<file path="src/rtl/toggle_merge_mealy.sv">
// -----------------------------------------------------------------------------
// toggle_merge_mealy
//
// Purpose:
//   Receiving-side counterpart of a toggle. Two alternating 4-phase event
//   streams (channel 1 and channel 2) are merged into one output event stream.
//   The accepted order is Ri1+ -> Ri2+ -> Ri1- -> Ri2-, and the output
//   alternates Ro+, Ro-, Ro+, Ro-. Each input event that arrives before its
//   turn is held in a one-bit pending slot. It fires as soon as the FSM
//   expects it.
//
// Ports:
//   clk        system clock, all state on rising edge
//   reset      synchronous active-low reset (0 = reset)
//   Ri1_PLUS   single-cycle pulse, rising event on channel 1
//   Ri1_MINUS  single-cycle pulse, falling event on channel 1
//   Ri2_PLUS   single-cycle pulse, rising event on channel 2
//   Ri2_MINUS  single-cycle pulse, falling event on channel 2
//   Ro_PLUS    Mealy pulse, merged rising event (zero latency)
//   Ro_MINUS   Mealy pulse, merged falling event (zero latency)
//   Ro_level   registered level of the merged signal
//   cycles     completed 4-event cycles, wraps modulo 2^CNT_W
//   err        sticky protocol-violation flag (tied 0 without the macro)
//   err_cnt    dropped-event count, saturates at 255 (macro builds only)
//
// Optional feature macro: TOGGLE_MERGE_ERR_EN
//   Defined   : err is a sticky violation flag and the err_cnt port is present.
//   Undefined : err is tied to 0 and err_cnt does not exist. Duplicate events
//               are still dropped.
//
// States:
//   S0 | waiting for Ri1+, fires Ro+
//   S1 | waiting for Ri2+, fires Ro-
//   S2 | waiting for Ri1-, fires Ro+
//   S3 | waiting for Ri2-, fires Ro- and completes a cycle
// -----------------------------------------------------------------------------
module toggle_merge_mealy #(
    parameter int CNT_W = 8
) (
    input  logic             clk,
    input  logic             reset,
    input  logic             Ri1_PLUS,
    input  logic             Ri1_MINUS,
    input  logic             Ri2_PLUS,
    input  logic             Ri2_MINUS,
    output logic             Ro_PLUS,
    output logic             Ro_MINUS,
    output logic             Ro_level,
    output logic [CNT_W-1:0] cycles,
    output logic             err
`ifdef TOGGLE_MERGE_ERR_EN
    ,
    output logic [7:0]       err_cnt
`endif
);

    typedef enum logic [1:0] {
        S0 = 2'd0,
        S1 = 2'd1,
        S2 = 2'd2,
        S3 = 2'd3
    } state_t;

    state_t             r_state;
    state_t             w_next_state;
    logic [3:0]         r_pend;        // {2m, 1m, 2p, 1p}
    logic [3:0]         w_pend_next;
    logic [3:0]         w_in;
    logic [3:0]         w_eff;
    logic [1:0]         w_idx;
    logic               w_fire;
    logic               w_plus;
    logic               w_minus;
    logic               r_level;
    logic [CNT_W-1:0]   r_cycles;

    // The event bits are ordered so that a state's encoding is also the index
    // of the event that state expects.
    assign w_in  = {Ri2_MINUS, Ri1_MINUS, Ri2_PLUS, Ri1_PLUS};
    assign w_eff = w_in | r_pend;
    assign w_idx = r_state;

    always_ff @(posedge clk) begin
        if (!reset) begin
            r_state <= S0;
        end else begin
            r_state <= w_next_state;
        end
    end

    always_comb begin
        w_next_state = r_state;
        w_plus       = 1'b0;
        w_minus      = 1'b0;
        w_fire       = w_eff[w_idx];
        // An event that is already pending is not stored a second time. That
        // duplicate is dropped, including when it is the event firing now.
        w_pend_next  = r_pend | (w_in & ~r_pend);
        if (w_fire) begin
            w_pend_next[w_idx] = 1'b0;
            case (r_state)
                S0: begin w_next_state = S1; w_plus  = 1'b1; end
                S1: begin w_next_state = S2; w_minus = 1'b1; end
                S2: begin w_next_state = S3; w_plus  = 1'b1; end
                S3: begin w_next_state = S0; w_minus = 1'b1; end
                default: w_next_state = S0;
            endcase
        end
        // No output pulse is allowed in a reset cycle, whatever the inputs.
        Ro_PLUS  = w_plus  & reset;
        Ro_MINUS = w_minus & reset;
    end

    always_ff @(posedge clk) begin
        if (!reset) begin
            r_pend   <= '0;
            r_level  <= 1'b0;
            r_cycles <= '0;
        end else begin
            r_pend <= w_pend_next;
            if (w_plus) begin
                r_level <= 1'b1;
            end else if (w_minus) begin
                r_level <= 1'b0;
            end
            if (w_fire && r_state == S3) begin
                r_cycles <= r_cycles + CNT_W'(1);
            end
        end
    end

    assign Ro_level = r_level;
    assign cycles   = r_cycles;

`ifdef TOGGLE_MERGE_ERR_EN
    logic [3:0] w_dup;
    logic [2:0] w_dup_n;
    logic [8:0] w_cnt_sum;
    logic       r_err;
    logic [7:0] r_err_cnt;

    // Several channels can be duplicated in the same cycle. Each dropped event
    // is counted.
    always_comb begin
        w_dup     = w_in & r_pend;
        w_dup_n   = 3'(w_dup[0]) + 3'(w_dup[1]) + 3'(w_dup[2]) + 3'(w_dup[3]);
        w_cnt_sum = {1'b0, r_err_cnt} + 9'(w_dup_n);
    end

    always_ff @(posedge clk) begin
        if (!reset) begin
            r_err     <= 1'b0;
            r_err_cnt <= 8'd0;
        end else begin
            if (|w_dup) begin
                r_err <= 1'b1;
            end
            r_err_cnt <= (w_cnt_sum > 9'd255) ? 8'hFF : w_cnt_sum[7:0];
        end
    end

    assign err     = r_err;
    assign err_cnt = r_err_cnt;
`else
    assign err = 1'b0;
`endif

endmodule

</file>
<file path="config.mk">
export PLATFORM = sky130hd
export DESIGN_NAME = toggle_merge_mealy
export DESIGN_NICKNAME = d
export VERILOG_FILES = /design/src/rtl/toggle_merge_mealy.sv
export SDC_FILE = /design/constraint.sdc
export NUM_CORES = 1
export LEC_CHECK = 0
export BUFFER_PORTS_ARGS = -buffer_cell sky130_fd_sc_hd__buf_2
export CORE_ASPECT_RATIO = 1.4
export CORE_MARGIN = 2
export CORE_UTILIZATION = 35
export CTS_BUF_LIST = sky130_fd_sc_hd__clkbuf_16
export DETAILED_ROUTE_END_ITERATION = 7
export GPL_ROUTABILITY_DRIVEN = 1
export HOLD_SLACK_MARGIN = 0.12
export SLEW_MARGIN = 0
export SYNTH_ARGS = -nofsm -noshare
export SYNTH_HDL_FRONTEND = slang
export SYNTH_SLANG_ARGS = --single-unit
</file>
<file path="constraint.sdc">
create_clock -name clk -period 1.42 [get_ports clk]
set_input_delay 0.142 -clock clk [delete_from_list [all_inputs] [get_ports clk]]
set_output_delay 0.142 -clock clk [all_outputs]
set_load 0.01 [all_outputs]
</file>
==> flow_summary.ini, run 1 <==
[critical_path]
critPathSlowestCell = dfxtp_4
critPathKind = reg -> out
critPathRequiredTime_ps = 1280
cpMostUsedCell = nor3b_4
crit_arrival_ps = 1520
cp-end-kind = output port
slowest_delay_ps = 360
path_max_fanout = 6
worstPathCellList = nor3b_4 > o21a_2 > or2_4 > nor3b_4 > buf_2
critPathLaunchType = flip-flop

[cells_and_area]
area_delta_synth_final_pct = 47.2
antennaDiodeCount = 0
fin_cells = 160
drive_gt1_share_pct = 40.9
fin_nets = 150
final_common_cell = buf_4
final_cell_mix = 17 x buf_4, 16 x buf_2, 13 x dfxtp_1

[clock_tree]
clk_latency_ps = 250
cts-buffers-inserted = 3
cts-root-buf = clkbuf_16
cts_hold_buf = 0
htreeDepth = 1
cts_tree = built
clkSinkCount = 15
clk_pin_slew_worst_paths_ps = 50
cts_buffer_depth = 2

[drt]
met3_length_um = 57
drt_wl_total_um = 2180
avgRoutedWirePerCell_um = 13.6
num_vias = 878
dr_wl_met2_um = 1220
drc = 0
via_per_inst = 5.49
drtIter0Drc = 27
highest_layer = met4
ant_nets = 0
met1_length_um = 881
drtPass1Iterations = 2

[power]
finalPower_mw = 2.21
powerDensity_nw_per_um2 = 1740
peakVddDrop_uv = 948
p_switching_mw = 0.805
comb_power_share_pct = 48.9
p_leak_nw = 0.538
seq_power_share_pct = 26.2
switching_share_pct = 36.4
p_int_mw = 1.41
power_frac_clock_pct = 25.0

[synth]
synth_nets = 113
synthCells = 101
synth_warnings = 0
synth_edf_count = 0
syn_avg_cell_area_um2 = 8.56
synth_area_um2 = 865
synth_top_flop_cell = dfxtp_1
seq_area_frac_synth_pct = 34.7
async_flop_share_pct = 0
yosysUniqueCellTypes = 31
synth-seq-cells = 15

[global_route]
grt_remaining_overflow = 0
grt_pass1_vias = 835
antenna_found_initial = 0
grt_pass1_wl_um = 3510
grt_use_total_pct = 16.2
grt_max_degree = 14

[sta]
rsz0062_at_grt = true
fin_crit_sh_pct = 117
drv_slew = 0
fin_crit_ps = 1660
hold_violations = 0
setup_viol = 12
setup_ws_ps = -243
finalClockSkew_ps = 5.16
hold_ws_ps = 205
fmax_mhz = 601

[floorplanning]
ios = 18
core_area_um2 = 2360
die_h_um = 62.8
start_util_pct = 36.6
die_x_um = 46.0
dieArea_um2 = 2890
rows = 21

[flow_run]
cap_violations = 0

[placed_design]
numPortBuffers = 16
dpl_worst_slack_ps = -79.9
post-place-cells = 152
dp_hpwl_um = 1670
place.gp.congestion = 0.784

[outcome]
violations = negative setup slack
status = complete, but fails checks

[min_path]
hold_class = in -> reg
## flip-flops by register name, indices dropped and copies added (netlist names)
signal	flops
r_state	2
cycles	8
Ro_level	1
r_pend	4
## cells by family after synthesis
family / after synthesis / synth area share (%)
AOI/OAI and AO/OA: 26 / 19.1
buffers and inverters: 8 / 4.49
DFF: 15 / 34.7
other: 1 / 0.434
and+or+nand+nor: 40 / 26.8
muxes: 5 / 5.79
adders and majority gates: 6 / 8.68
## area by class of cell
class | instances | area (um^2)
fillers | 228 | 1090
clock buffers | 3 | 75.1
inverters | 3 | 11.3
multi-input cells | 78 | 594
well taps | 23 | 28.8
clock inverters | 1 | 5.00
repair buffers | 37 | 253
flip-flops and latches | 15 | 305
## power by group through the flow
stage	Combinational [mW]	Clock [mW]	Sequential, mW
final	1.08	0.552	0.579
after global routing	1.19	0.595	0.592
after CTS	0.964	0.572	0.570
after detailed placement	0.863	0	0.579
after global placement	0.848	0	0.573
after floorplan	0.551	0	0.595
## synth_stat cells, types with 2 or more instances
cell type | instances | area [um^2]
dfxtp_1 | 15 | 300
nand2_1 | 9 | 33.8
o21ai_0 | 8 | 40.0
ha_1 | 6 | 75.1
nor2_1 | 6 | 22.5
nor3_1 | 6 | 30.0
mux2i_1 | 5 | 50.1
a21oi_1 | 4 | 20.0
nand2b_1 | 4 | 25.0
nand4_1 | 4 | 25.0
inv_1 | 3 | 11.3
o21a_1 | 3 | 22.5
o31ai_1 | 3 | 22.5
a21boi_0 | 2 | 15.0
a21boi_1 | 2 | 15.0
buf_4 | 2 | 15.0
clkbuf_1 | 2 | 7.51
nor3b_1 | 2 | 15.0
nor4_2 | 2 | 25.0
or4_1 | 2 | 15.0
## through the flow
stage / utilization (%) / area (um^2) / TNS [ps]
final: 53.8 / 1270 / -1560
after floorplan: - / 880 / -4.60
after CTS: 51.2 / 1210 / -982
after global routing: 53.8 / 1270 / -2620
after global placement: 45.9 / 1080 / -34.5
after detailed placement: 45.9 / 1080 / -377
## repair_timing
item                                    CTS  global route
gates resized for setup                   7            11
endpoints found under the setup margin   11            12
pin swaps                                 7             5
buffers inserted                          2             2
## worst paths after layout
path         startpoint         to  slack, ps  depth (start not counted)
max reg2reg  r_state[1]  cycles[3]       -210                          6
min           Ri2_MINUS  r_pend[3]        200                          3
max          r_state[1]   Ro_MINUS       -240                          5
min reg2reg    Ro_level   Ro_level        460                          2
## layer usage
| metal | vias to the layer above | track usage [%] |
|---|---|---|
| met4 | 0 | 8.57 |
| li1 | 444 | - |
| met5 | - | 0 |
| met2 | 12 | 28.5 |
| met1 | 420 | 16.9 |
| met3 | 2 | 3.18 |
## worst max-delay path, delay by kind of cell (launching register included)
family / cells / cell delay (ps)
buf+inv: 1 / 140
simple gates: 3 / 570
compound gates: 1 / 210
flops: 1 / 360
Note: power is estimated with default switching activity, not from simulation.
==> run 2, diff against run 1 <==
- SETUP_SLACK_MARGIN: default -> 0.5
==> run 2 against run 1 <==
Net effect:
- the flow still finishes with violations (negative setup slack)
- sequential share of layout area decreased by 0.21 points
- cell area increased by 6.7%
- die area unchanged
- clock skew decreased by 0.94 ps
- core utilization increased by 3.6 points
- non-clock buffer count unchanged
- clock power decreased by 4.7%
- count of clock-buffer cells in the layout unchanged
- combinational power increased by 10%
- global-route usage increased by 0.33 points
- maximum frequency increased by 0.81%
- wire length increased by 7.0%
- largest cell class unchanged
- highest routed layer unchanged
==> flow_summary.ini, run 2 (synthesized netlist as in run 1, its figures left out) <==
[critical_path]
critPathLaunchType = flip-flop
critPathRequiredTime_ps = 1280
critPathKind = reg -> out
ff2ff_setup_slack_ps = -230
crit_arrival_ps = 1510
cp-end-kind = output port
worstRegToRegCells = 6
path_max_fanout = 7
reg2reg_to = cycles[3]
regToRegStartpoint = r_state[1]

[sta]
fin_crit_ps = 1650
hold_ws_ps = 203
setup_viol = 12
fmax_mhz = 606
finalClockSkew_ps = 4.22
setup_ws_ps = -229
drv_slew = 0
hold_violations = 0
rsz0062_at_grt = true
fin_crit_sh_pct = 116

[power]
peakVddDrop_uv = 1120
p_leak_nw = 0.556
powerDensity_nw_per_um2 = 1710

[floorplanning]
start_util_pct = 36.6
core_area_um2 = 2360
die_h_um = 62.8
rows = 21
die_x_um = 46.0
ios = 18
dieArea_um2 = 2890

[cells_and_area]
fin_nets = 150
antennaDiodeCount = 0
area_delta_synth_final_pct = 57.0
drive_gt1_share_pct = 51.8
final_cell_mix = 14 x buf_4, 13 x buf_2, 10 x buf_6
final_core_util_pct = 57.4
final_common_cell = buf_4
largest_register_ffs = 8

[global_route]
grt_remaining_overflow = 0
grt_use_total_pct = 16.6
grt_pass1_vias = 869
grt_max_degree = 18
grt_pass1_wl_um = 3680
antenna_found_initial = 0

[drt]
avgRoutedWirePerCell_um = 14.6
ant_nets = 0
drc = 0
drtPass1Iterations = 4
drt_wl_total_um = 2330
via_per_inst = 5.49
drtIter0Drc = 20
num_vias = 879

[outcome]
violations = negative setup slack
status = complete, but fails checks

[placed_design]
dp_hpwl_um = 1560
numPortBuffers = 16
place.gp.congestion = 0.846

[clock_tree]
clk_latency_ps = 240
cts_tree = built
cts_buffer_depth = 2
htreeDepth = 1
cts-root-buf = clkbuf_16
clk_pin_slew_worst_paths_ps = 50
cts_hold_buf = 0
clkSinkCount = 15
cts-buffers-inserted = 3

[min_path]
hold_end = r_pend[1]
hold_class = in -> reg
min_path_cells = 3
min_from = Ri2_PLUS

[flow_run]
cap_violations = 0
==> run 2: routing by layer <==
layer / part of all wire (%) / GRT usage (%)
met1: 42 / 19.7
met2: 56 / 29.0
met5: 0 / 0
met3: 2.1 / 2.60
met4: 0.43 / 4.64
==> run 2: what timing repair did <==
item	CTS	global route
setup endpoints to repair	22	23
setup buffers	3	1
pin swaps	2	9
resized for setup	21	24
==> run 2: worst max-delay path: stages, from the launching register on <==
cell and delay, ps:
dfxtp_4 360, nor3b_4 150, o21a_2 200, or2_4 250, nor3b_4 160, buf_2 150
==> run 2: how the worst max path moves through the flow <==
stage                     from         to  depth (start not counted)
finish              r_state[1]   Ro_MINUS                          5
global route        r_state[1]   Ro_MINUS                          5
CTS                 r_state[1]   Ro_MINUS                          5
detailed placement  r_state[1]  cycles[1]                          6
global placement    r_state[1]  cycles[5]                          5
floorplan           r_state[1]   Ro_MINUS                          5
==> run 2: where the power goes <==
group	switching [mW]	internal (mW)	leakage, nW	total, mW
logic	0.620	0.573	0.386	1.19
clock network	0.155	0.372	0.0423	0.526
registers	0.0805	0.519	0.128	0.599
total	0.855	1.46	0.556	2.32
==> run 2: area by class of cell <==
type / count / area, um^2
fillers: 228 / 1010
multi-input cells: 78 / 633
flip-flops and latches: 15 / 323
repair buffers: 37 / 283
clock buffers: 3 / 75.1
well taps: 23 / 28.8
inverters: 3 / 11.3
clock inverters: 1 / 3.75
==> run 2: metrics by stage <==
stage               setup WS [ps]  std cells  total power, mW  setup TNS, ps  instance area (um^2)
floorplan                   -4.60        101             1.16          -4.60                   882
global placement            -35.3        152             1.46          -98.4                  1090
detailed placement          -50.0        152             1.48           -258                  1090
CTS                          -251        159             2.15          -1180                  1270
global route                 -292        160             2.48          -2870                  1360
finish                       -229        160             2.32          -2150                  1360
